File: config.mk
export PLATFORM = sky130hd
export DESIGN_NAME = shared_bus_arbiter_flat
export DESIGN_NICKNAME = d
export VERILOG_FILES = /design/src/rtl/shared_bus_arbiter_if.sv /design/src/rtl/shared_bus_arbiter.sv /design/src/flat_wrapper.sv
export SDC_FILE = /design/constraint.sdc
export NUM_CORES = 1
export LEC_CHECK = 0
export CAP_MARGIN = 10
export CORE_UTILIZATION = 37
export DETAILED_ROUTE_END_ITERATION = 10
export GPL_TIMING_DRIVEN = 1
export PLACE_DENSITY = 0.79
export SYNTH_ARGS = -nofsm -noshare
export SYNTH_HDL_FRONTEND = slang
export SYNTH_SLANG_ARGS = --single-unit
File: constraint.sdc
create_clock -name clk -period 3.4 [get_ports clk]
set_input_delay 1.02 -clock clk [delete_from_list [all_inputs] [get_ports clk]]
set_output_delay 1.02 -clock clk [all_outputs]
set_load 0.005 [all_outputs]
File: src/rtl/shared_bus_arbiter_if.sv
// Shared bus bundle between the requesters/bus sink and the arbiter.
// The master side drives requests, requester data and the sink's ready;
// the slave side (the arbiter) returns grant state and the muxed beat.
interface shared_bus_if #(
    parameter int NREQ = 4,
    parameter int DW   = 8
);
    localparam int IDW = (NREQ > 1) ? $clog2(NREQ) : 1;

    logic [NREQ-1:0]    req;
    logic [NREQ*DW-1:0] req_data;
    logic               bus_ready;
    logic [NREQ-1:0]    gnt;
    logic [IDW-1:0]     gnt_id;
    logic               busy;
    logic               bus_valid;
    logic [DW-1:0]      bus_data;

    modport master (
        output req, req_data, bus_ready,
        input  gnt, gnt_id, busy, bus_valid, bus_data
    );

    modport slave (
        input  req, req_data, bus_ready,
        output gnt, gnt_id, busy, bus_valid, bus_data
    );
endinterface

File: src/rtl/shared_bus_arbiter.sv
// Round-robin arbiter/sequencer for one shared data bus. One owner at a time
// keeps the bus for at most MAX_BURST completed beats; on release the scan
// starts just after the old owner, so the next owner is granted on the very
// next edge without a dead cycle.
module shared_bus_arbiter #(
    parameter int NREQ      = 4,
    parameter int DW        = 8,
    parameter int MAX_BURST = 4
) (
    input  logic     clk,
    input  logic     rst_n,
    shared_bus_if.slave bus
);
    localparam int IDW = (NREQ > 1) ? $clog2(NREQ) : 1;
    localparam int CW  = (MAX_BURST > 1) ? $clog2(MAX_BURST) : 1;
    localparam logic [IDW-1:0] LAST_ID   = IDW'(NREQ - 1);
    localparam logic [CW-1:0]  LAST_BEAT = CW'(MAX_BURST - 1);

    typedef enum logic [0:0] {
        ST_IDLE = 1'b0,
        ST_OWN  = 1'b1
    } state_e;

    state_e          state_q,    state_d;
    logic [IDW-1:0]  ptr_q,      ptr_d;
    logic [CW-1:0]   beat_cnt_q, beat_cnt_d;
    logic [NREQ-1:0] gnt_q,      gnt_d;
    logic [IDW-1:0]  gnt_id_q,   gnt_id_d;
    logic            busy_q,     busy_d;

    logic            owner_req_s;
    logic            bus_valid_s;
    logic            beat_done_s;
    logic            release_s;
    logic            any_req_s;
    logic [IDW-1:0]  next_ptr_s;
    logic [IDW-1:0]  arb_ptr_s;
    logic [IDW-1:0]  winner_s;
    logic [NREQ-1:0] winner_oh_s;
    logic [DW-1:0]   bus_data_s;

    // First set request bit scanning p, p+1, ... with wrap to 0.
    function automatic logic [IDW-1:0] rr_pick(input logic [NREQ-1:0] r,
                                               input logic [IDW-1:0]  p);
        logic [IDW-1:0] win;
        logic           found;
        int             idx;
        win   = '0;
        found = 1'b0;
        for (int i = 0; i < NREQ; i++) begin
            idx = int'(p) + i;
            if (idx >= NREQ) begin
                idx = idx - NREQ;
            end else begin
                idx = idx;
            end
            if (!found && r[idx]) begin
                found = 1'b1;
                win   = IDW'(idx);
            end else begin
                found = found;
            end
        end
        return win;
    endfunction

    // Beat completion, release detection and round-robin winner selection.
    always_comb begin
        owner_req_s = bus.req[gnt_id_q];
        bus_valid_s = (state_q == ST_OWN) && owner_req_s;
        beat_done_s = bus_valid_s && bus.bus_ready;
        release_s   = (state_q == ST_OWN) &&
                      (!owner_req_s || (beat_done_s && (beat_cnt_q == LAST_BEAT)));
        if (gnt_id_q == LAST_ID) begin
            next_ptr_s = '0;
        end else begin
            next_ptr_s = gnt_id_q + IDW'(1);
        end
        if (release_s) begin
            arb_ptr_s = next_ptr_s;
        end else begin
            arb_ptr_s = ptr_q;
        end
        any_req_s   = |bus.req;
        winner_s    = rr_pick(bus.req, arb_ptr_s);
        winner_oh_s = {{(NREQ-1){1'b0}}, 1'b1} << winner_s;
    end

    // Next-state logic: grant from IDLE, count beats and hand over in OWN.
    always_comb begin
        state_d    = state_q;
        ptr_d      = ptr_q;
        beat_cnt_d = beat_cnt_q;
        gnt_d      = gnt_q;
        gnt_id_d   = gnt_id_q;
        busy_d     = busy_q;
        case (state_q)
            ST_IDLE: begin
                if (any_req_s) begin
                    state_d    = ST_OWN;
                    gnt_d      = winner_oh_s;
                    gnt_id_d   = winner_s;
                    busy_d     = 1'b1;
                    beat_cnt_d = '0;
                end else begin
                    state_d    = ST_IDLE;
                end
            end
            ST_OWN: begin
                if (release_s) begin
                    ptr_d      = next_ptr_s;
                    beat_cnt_d = '0;
                    if (any_req_s) begin
                        state_d  = ST_OWN;
                        gnt_d    = winner_oh_s;
                        gnt_id_d = winner_s;
                        busy_d   = 1'b1;
                    end else begin
                        // gnt_id deliberately keeps the last owner.
                        state_d  = ST_IDLE;
                        gnt_d    = '0;
                        busy_d   = 1'b0;
                    end
                end else if (beat_done_s) begin
                    beat_cnt_d = beat_cnt_q + CW'(1);
                end else begin
                    beat_cnt_d = beat_cnt_q;
                end
            end
            default: begin
                state_d    = ST_IDLE;
                gnt_d      = '0;
                busy_d     = 1'b0;
                beat_cnt_d = '0;
            end
        endcase
    end

    // State register with synchronous active-low reset; reset drops any burst.
    always_ff @(posedge clk) begin
        if (!rst_n) begin
            state_q    <= ST_IDLE;
            ptr_q      <= '0;
            beat_cnt_q <= '0;
            gnt_q      <= '0;
            gnt_id_q   <= '0;
            busy_q     <= 1'b0;
        end else begin
            state_q    <= state_d;
            ptr_q      <= ptr_d;
            beat_cnt_q <= beat_cnt_d;
            gnt_q      <= gnt_d;
            gnt_id_q   <= gnt_id_d;
            busy_q     <= busy_d;
        end
    end

    // Bus data mux: owner's slice while owning, zero otherwise.
    always_comb begin
        bus_data_s = '0;
        if (state_q == ST_OWN) begin
            bus_data_s = bus.req_data[int'(gnt_id_q) * DW +: DW];
        end else begin
            bus_data_s = '0;
        end
    end

    assign bus.gnt       = gnt_q;
    assign bus.gnt_id    = gnt_id_q;
    assign bus.busy      = busy_q;
    assign bus.bus_valid = bus_valid_s;
    assign bus.bus_data  = bus_data_s;

    // Grant invariants on the registered state.
    a_gnt_onehot0: assert property (@(posedge clk) disable iff (!rst_n)
        $onehot0(gnt_q));
    a_busy_match: assert property (@(posedge clk) disable iff (!rst_n)
        busy_q == (|gnt_q));
    a_owner_bit: assert property (@(posedge clk) disable iff (!rst_n)
        gnt_q[gnt_id_q] == busy_q);
endmodule

File: src/flat_wrapper.sv
// flat-port wrapper written by rule: the top's interface ports become plain ports
module shared_bus_arbiter_flat 
#(
    parameter int NREQ      = 4,
    parameter int DW        = 8,
    parameter int MAX_BURST = 4
)
  (clk, rst_n, bus_req, bus_req_data, bus_bus_ready, bus_gnt, bus_gnt_id, bus_busy, bus_bus_valid, bus_bus_data);
  shared_bus_if #(.NREQ(NREQ), .DW(DW)) bus_i ();
  input  logic clk;
  input  logic rst_n;
  input wire logic [$bits(bus_i.req)-1:0] bus_req;
  input wire logic [$bits(bus_i.req_data)-1:0] bus_req_data;
  input wire logic [$bits(bus_i.bus_ready)-1:0] bus_bus_ready;
  output wire logic [$bits(bus_i.gnt)-1:0] bus_gnt;
  output wire logic [$bits(bus_i.gnt_id)-1:0] bus_gnt_id;
  output wire logic [$bits(bus_i.busy)-1:0] bus_busy;
  output wire logic [$bits(bus_i.bus_valid)-1:0] bus_bus_valid;
  output wire logic [$bits(bus_i.bus_data)-1:0] bus_bus_data;
  assign bus_i.req = bus_req;
  assign bus_i.req_data = bus_req_data;
  assign bus_i.bus_ready = bus_bus_ready;
  assign bus_gnt = bus_i.gnt;
  assign bus_gnt_id = bus_i.gnt_id;
  assign bus_busy = bus_i.busy;
  assign bus_bus_valid = bus_i.bus_valid;
  assign bus_bus_data = bus_i.bus_data;
  shared_bus_arbiter #(.NREQ(NREQ), .DW(DW), .MAX_BURST(MAX_BURST)) u_core (.clk(clk), .rst_n(rst_n), .bus(bus_i));
endmodule
==> impl_results.md, run 1 <==
* Area contributors post-synth: dfxtp_1, mux4_2, mux2i_1, and2_1, nor2_1
* Total core area at 2450 µm²
* Inst Count DP at 185
* Relative slew slack at 0.615
* Worst min path class: reg2reg
* Post-CTS Hold Fix Bufs at 0
* # IOs at 55
* Pwr/cell area at 319 nW/µm²
* Post-synth EDFFs at 0
* Hold_ws at 0.470 ns
* Compound-Gate Fraction of Synth Area at 0.191
* Initial Util at 0.390
* GRT overflow at 0
* Fin util at 0.660
* Clock latency on the worst-skew pair at 0.27 ns
* Slew @ Worst Pin at 0.576 ns
* Max Buffers Root-to-Sink at 2
* Synthesized instance count at 95
* Max Slew Vio Count at 0
* Gp weighted congestion at 0.712
* Total Power at 517 µW
* CTS tree: built
* Drt first-iter violations at 3
* Post-DP HPWL at 2.19 mm
* CP Capture Point: bus_bus_valid
* Clock transition at path regs at 0.07 ns
* Top cells by count, synth: dfxtp_1, and2_1, nor2_1, mux4_2
* Yosys top cell by area: dfxtp_1
* # rows at 18
* Yosys reg bits at 12
* CP Launch Point: bus_req[0]
* Hold Path Origin: u_core.bus.gnt[3]
* Post-Synth Simple-Gate Area at 0.173
* Drt pass-1 iters at 4
* R2R Path Start: u_core.bus.gnt_id[1]
* Commonest register cell after synthesis: dfxtp_1
* Xor/xnor share of the synthesized area at 0
* Min Tclk post-route at 3.34 ns
* CP required at 2.38 ns
* Die X at 52.9 µm
* Final WL at 2.74 mm
* Vias at 1033
* Number of I/O port buffers at 54
* Tcrit/Tclk final at 0.983
* Fillers at 205
* Setup violators final at 0
* RR Endpoint: u_core.bus.gnt[1]
* Adder-cell area share of the yosys netlist at 0.0261
* Global-route wire length before repair at 4.02 mm
* CTS root buf: clkbuf_4
* Share of cells above drive strength 1 at 0.182
* DRC viols at 0
* # clock sinks at 12
* Critical path endpoint category: output port
* Number of global-route vias before repair at 981
* Setup TNS at 0 ns
* Achievable Freq at 0.299 GHz
* TritonCTS buffer count at 3
* Syn_nets at 136
* Die H at 52.9 µm
* Avg Cell Area, Syn at 10.1 µm²
* R2r setup slk at 0.81 ns
* Final nets at 201
* Antenna diodes at 0
* Cell variety after synth at 31
* Leak Pwr at 0.000668 µW
* Final Hold Viols at 0
* WP data arrival at 2.32 ns
* Mapped Area at 957 µm²
* Top cell type's share of synthesized area at 0.251
* Non-filler cells, final at 189
* Sequential-to-total area share from yosys stat at 0.251
* Maxcap violations at 0
* R2R cell count at 8
* Die area at 2790 µm²
* Max FO, Critical Path at 2
* H-tree depth at 1
* Most frequent cell after synthesis: dfxtp_1
* Startpoint Class: primary input
* Crit path kind: in2out
* Worst vdd rail ir drop at 0.000477 V
* Initial antenna violation count at 0
* Post-detailed-route count of antenna-violating nets at 0
* Largest family of logic cells by synthesized area: multiplexers
* Yosys warns at 0
* Largest net degree at the start of global routing at 14
* RSZ-0062 raised after global routing: no
* DR vias/cell at 5.47
* Status: completed
* Mux share of post-synthesis cell area at 0.327
* Gr usage total at 0.195
* Ys async rst share at 0
* Worst Skew at 0.00123 ns
* Wirelength per Cell at 14.5 µm
* Syn-to-layout area delta at 69.3%
## critical path, cell delays in order
cell	delay, ns
clkdlybuf4s50_1	0.42
mux4_2	0.49
nand2_2	0.09
inv_1	0.04
dlygate4sd2_1	0.25
## through the flow
stage / setup WS, ns / instance area [µm²]
final: 0.0586 / 1620
after global routing: 0.000571 / 1620
after CTS: 0.0501 / 1620
after detailed placement: -0.139 / 1590
after global placement: -0.114 / 1590
after floorplan: 0.726 / 957
## worst min path at each step
stage | end | slack, ns | cells past startpoint
after floorplan | u_core.bus.gnt[3] | 0.44 | 2
after global placement | u_core.bus.gnt[3] | 0.43 | 2
after detailed placement | u_core.bus.gnt[3] | 0.45 | 2
after CTS | u_core.bus.gnt[3] | 0.46 | 2
after global routing | u_core.bus.gnt[2] | 0.47 | 2
final | u_core.bus.gnt[3] | 0.47 | 2
## registers in the layout, summed over array words and instances (netlist names)
register / flops
u_core.bus.busy: 1
u_core.ptr_q: 2
u_core.beat_cnt_q: 2
u_core.bus.gnt: 4
u_core.state_q: 1
u_core.bus.gnt_id: 2
## logic make-up (layout without fill, tap and decap cells)
group | count (synthesis) | in the layout
AO/OA/AOI/OAI | 21 | 21
multiplexers | 19 | 19
buffers and inverters | 8 | 72
adder cells (fa/ha/maj) | 2 | 2
AND/OR/NAND/NOR | 33 | 33
flip-flops | 12 | 12
## power by group
part	switching (µW)	internal, µW
Clock	47.0	65.1
Combinational	87.7	148
Sequential	15.3	154
Total	150	367
## timing repair
action                                  CTS  global route
buffers inserted                          0             0
pin swaps                                 0             0
gates resized for setup                  10             1
endpoints found under the setup margin    9             1
## area by class of cell
cell class | count | area [µm²] | area share
Multi-Input combinational cell | 75 | 688 | 0.425
Timing Repair Buffer | 63 | 599 | 0.370
Sequential cell | 12 | 240 | 0.148
Tap cell | 30 | 37.5 | 0.0232
Clock buffer | 4 | 36.3 | 0.0224
Inverter | 5 | 18.8 | 0.0116
## layout by cell type, fill, tap and decap left out, types with 3 or more instances in the layout
cell             instances
mux4_2                   9
inv_1                    5
clkdlybuf4s50_1         44
mux2i_1                  8
nor3b_1                  3
dfxtp_1                 12
nand2_1                  7
buf_4                    9
and2_1                  10
clkbuf_4                 3
dlygate4sd2_1            9
nor2_1                  10
## per-layer routing
| layer | GRT usage | share of wire | up-vias |
|---|---|---|---|
| met5 | 0 | 0 | - |
| met4 | 0.0395 | 0.0051 | 0 |
| met3 | 0.0632 | 0.12 | 2 |
| met2 | 0.365 | 0.47 | 57 |
| met1 | 0.212 | 0.41 | 481 |
| li1 | - | - | 493 |
(Power assumes the default switching activity.)
==> run 2: changes to the inputs <==
Settings changed: SLEW_MARGIN set to 5, TNS_END_PERCENT set to 20.
==> results of run 2 <==
Final layout, timing and power as in run 1 (identical DEF).
==> run 3: changes to the inputs <==
Settings changed: SKIP_LAST_GASP set to 1.
==> impl_results.md, run 3 (synthesis gave the netlist of run 1 again) <==
* Largest net degree at the start of global routing at 14 (unchanged)
* Failing checks: negative setup slack
* Fin util at 0.664 (was 0.660)
* Hold Path Origin: u_core.bus.gnt[3] (unchanged)
* Pwr/cell area at 322 nW/µm² (was 319 nW/µm²)
* WP data arrival at 2.49 ns (was 2.32 ns)
* Die X at 52.9 µm (unchanged)
* CP required at 2.38 ns (about the same)
* Antenna diodes at 0 (unchanged)
* DRC viols at 0 (unchanged)
* Min Tclk post-route at 3.51 ns (was 3.34 ns)
* H-tree depth at 1 (unchanged)
* Number of global-route vias before repair at 981 (unchanged)
* Global-route wire length before repair at 4.02 mm (unchanged)
* Slew @ Worst Pin at 0.566 ns (was 0.576 ns)
* Met2 Use GR at 0.365 (unchanged)
* Critical path endpoint category: output port (unchanged)
* Hold EP: u_core.bus.gnt[3] (unchanged)
* Initial antenna violation count at 0 (unchanged)
* Post-CTS Hold Fix Bufs at 0 (unchanged)
* Met1 Use GR at 0.212 (unchanged)
* Max Slew Vio Count at 0 (unchanged)
* Setup violators final at 7 (was 0)
* Die area at 2790 µm² (unchanged)
* R2R Path Start: u_core.bus.gnt_id[1] (unchanged)
* Gp weighted congestion at 0.712 (unchanged)
* TritonCTS buffer count at 3 (unchanged)
* Max FFs per register at 4 (unchanged)
* Total core area at 2450 µm² (unchanged)
* RSZ-0062 raised after global routing: yes (was no)
* Fillers at 198 (was 205)
* Setup WS post-layout at -0.109 ns (was 0.0586 ns)
* Share of cells above drive strength 1 at 0.182 (unchanged)
* Clock transition at path regs at 0.07 ns (about the same)
* Post-detailed-route count of antenna-violating nets at 0 (unchanged)
* Commonest cells after routing, fill and taps aside: clkdlybuf4s50_1, dfxtp_1, and2_1, nor2_1 (unchanged)
* Vias at 1027 (was 1033)
* Gr usage total at 0.195 (unchanged)
* Syn-to-layout area delta at 70.3% (was 69.3%)
* M3 GR Usage at 0.0632 (unchanged)
* CTS tree: built (unchanged)
* Final Hold Viols at 0 (unchanged)
* Post-DP HPWL at 2.19 mm (unchanged)
* Setup TNS at -0.631 ns (was 0 ns)
* GRT overflow at 0 (unchanged)
* Max Buffers Root-to-Sink at 2 (unchanged)
* Startpoint Class: primary input (unchanged)
* Tcrit/Tclk final at 1.03 (was 0.983)
* # IOs at 55 (unchanged)
* Clock latency on the worst-skew pair at 0.27 ns (about the same)
* Wirelength per Cell at 14.5 µm (about the same)
* Status: finished with violations (was completed)
* Maxcap violations at 0 (unchanged)
* R2R cell count at 8 (unchanged)
* Number of I/O port buffers at 54 (unchanged)
* Total Power at 524 µW (was 517 µW)
* Max FO, Critical Path at 1 (was 2)
* Worst min path class: reg2reg (unchanged)
* Worst vdd rail ir drop at 0.000478 V (was 0.000477 V)
* Achievable Freq at 0.285 GHz (was 0.299 GHz)
* Worst Hold Depth at 2 (unchanged)
* Most common cell after layout, fill and taps aside: clkdlybuf4s50_1 (unchanged)
* Initial Util at 0.390 (unchanged)
* Relative slew slack at 0.622 (was 0.615)
* Worst Skew at 0.00192 ns (was 0.00123 ns)
* GR peak layer: met2 (unchanged)
* CTS root buf: clkbuf_4 (unchanged)
* Final WL at 2.74 mm (about the same)
* Leak Pwr at 0.000648 µW (was 0.000668 µW)
* Drt first-iter violations at 6 (was 3)
* Die H at 52.9 µm (unchanged)
* RR Endpoint: u_core.bus.gnt[0] (was u_core.bus.gnt[1])
* # clock sinks at 12 (unchanged)
* DR vias/cell at 5.43 (was 5.47)
* R2r setup slk at 0.82 ns (was 0.81 ns)
* Drt pass-1 iters at 4 (unchanged)
* Crit path kind: in2out (unchanged)
* # rows at 18 (unchanged)
* Final nets at 201 (unchanged)
==> run 3: cell count changes in the layout (fill, tap and decap cells not counted), sizes merged <==
cell	before	now
dlygate4sd2	9	1
clkdlybuf4s50	44	52
==> run 3: worst max-delay path by stage <==
stage                      from               to  depth (start not counted)
4_1_cts        bus_req_data[27]  bus_bus_data[3]                          4
3_5_place_dp         bus_req[3]    bus_bus_valid                          5
5_1_grt        bus_req_data[16]  bus_bus_data[0]                          4
2_1_floorplan        bus_req[3]    bus_bus_valid                          3
6_report       bus_req_data[16]  bus_bus_data[0]                          4
3_3_place_gp         bus_req[3]    bus_bus_valid                          5
==> run 3: what timing repair did <==
action,in CTS,in global routing
setup endpoints to repair,9,9
resized for setup,2,1
pin swaps,0,0
buffers inserted,0,0
==> run 3: power breakdown <==
group          switching, µW  internal, µW
Combinational           88.4           155
Clock                   47.3          65.1
Sequential              15.2           154
Total                    151           374
==> run 3: through the flow <==
step	hold slack (ns)	instances	worst slack [ns]	cell area [µm²]
after detailed placement	0.451	185	-0.139	1590
after global placement	0.435	185	-0.114	1590
after global routing	0.475	189	-0.160	1630
after CTS	0.462	189	-0.126	1630
after floorplan	0.442	95	0.726	957
final	0.470	189	-0.109	1630
==> run 3: area by class of cell <==
class,instances,area (µm²),share of cell area
Inverter,5,18.8,0.0115
Timing Repair Buffer,63,609,0.374
Multi-Input combinational cell,75,688,0.422
Clock buffer,4,36.3,0.0223
Sequential cell,12,240,0.147
Tap cell,30,37.5,0.0230
==> run 3: per-layer routing <==
metal,up-vias,part of all wire,wire (µm)
li1,496,-,-
met1,474,0.40,1100
met2,55,0.47,1280
met3,2,0.12,338
met4,0,0.0051,14
met5,-,0,0
==> run 3: critical path: stages <==
cell	delay, ns
clkdlybuf4s50_1	0.42
mux4_2	0.45
and2_1	0.17
clkdlybuf4s50_1	0.43
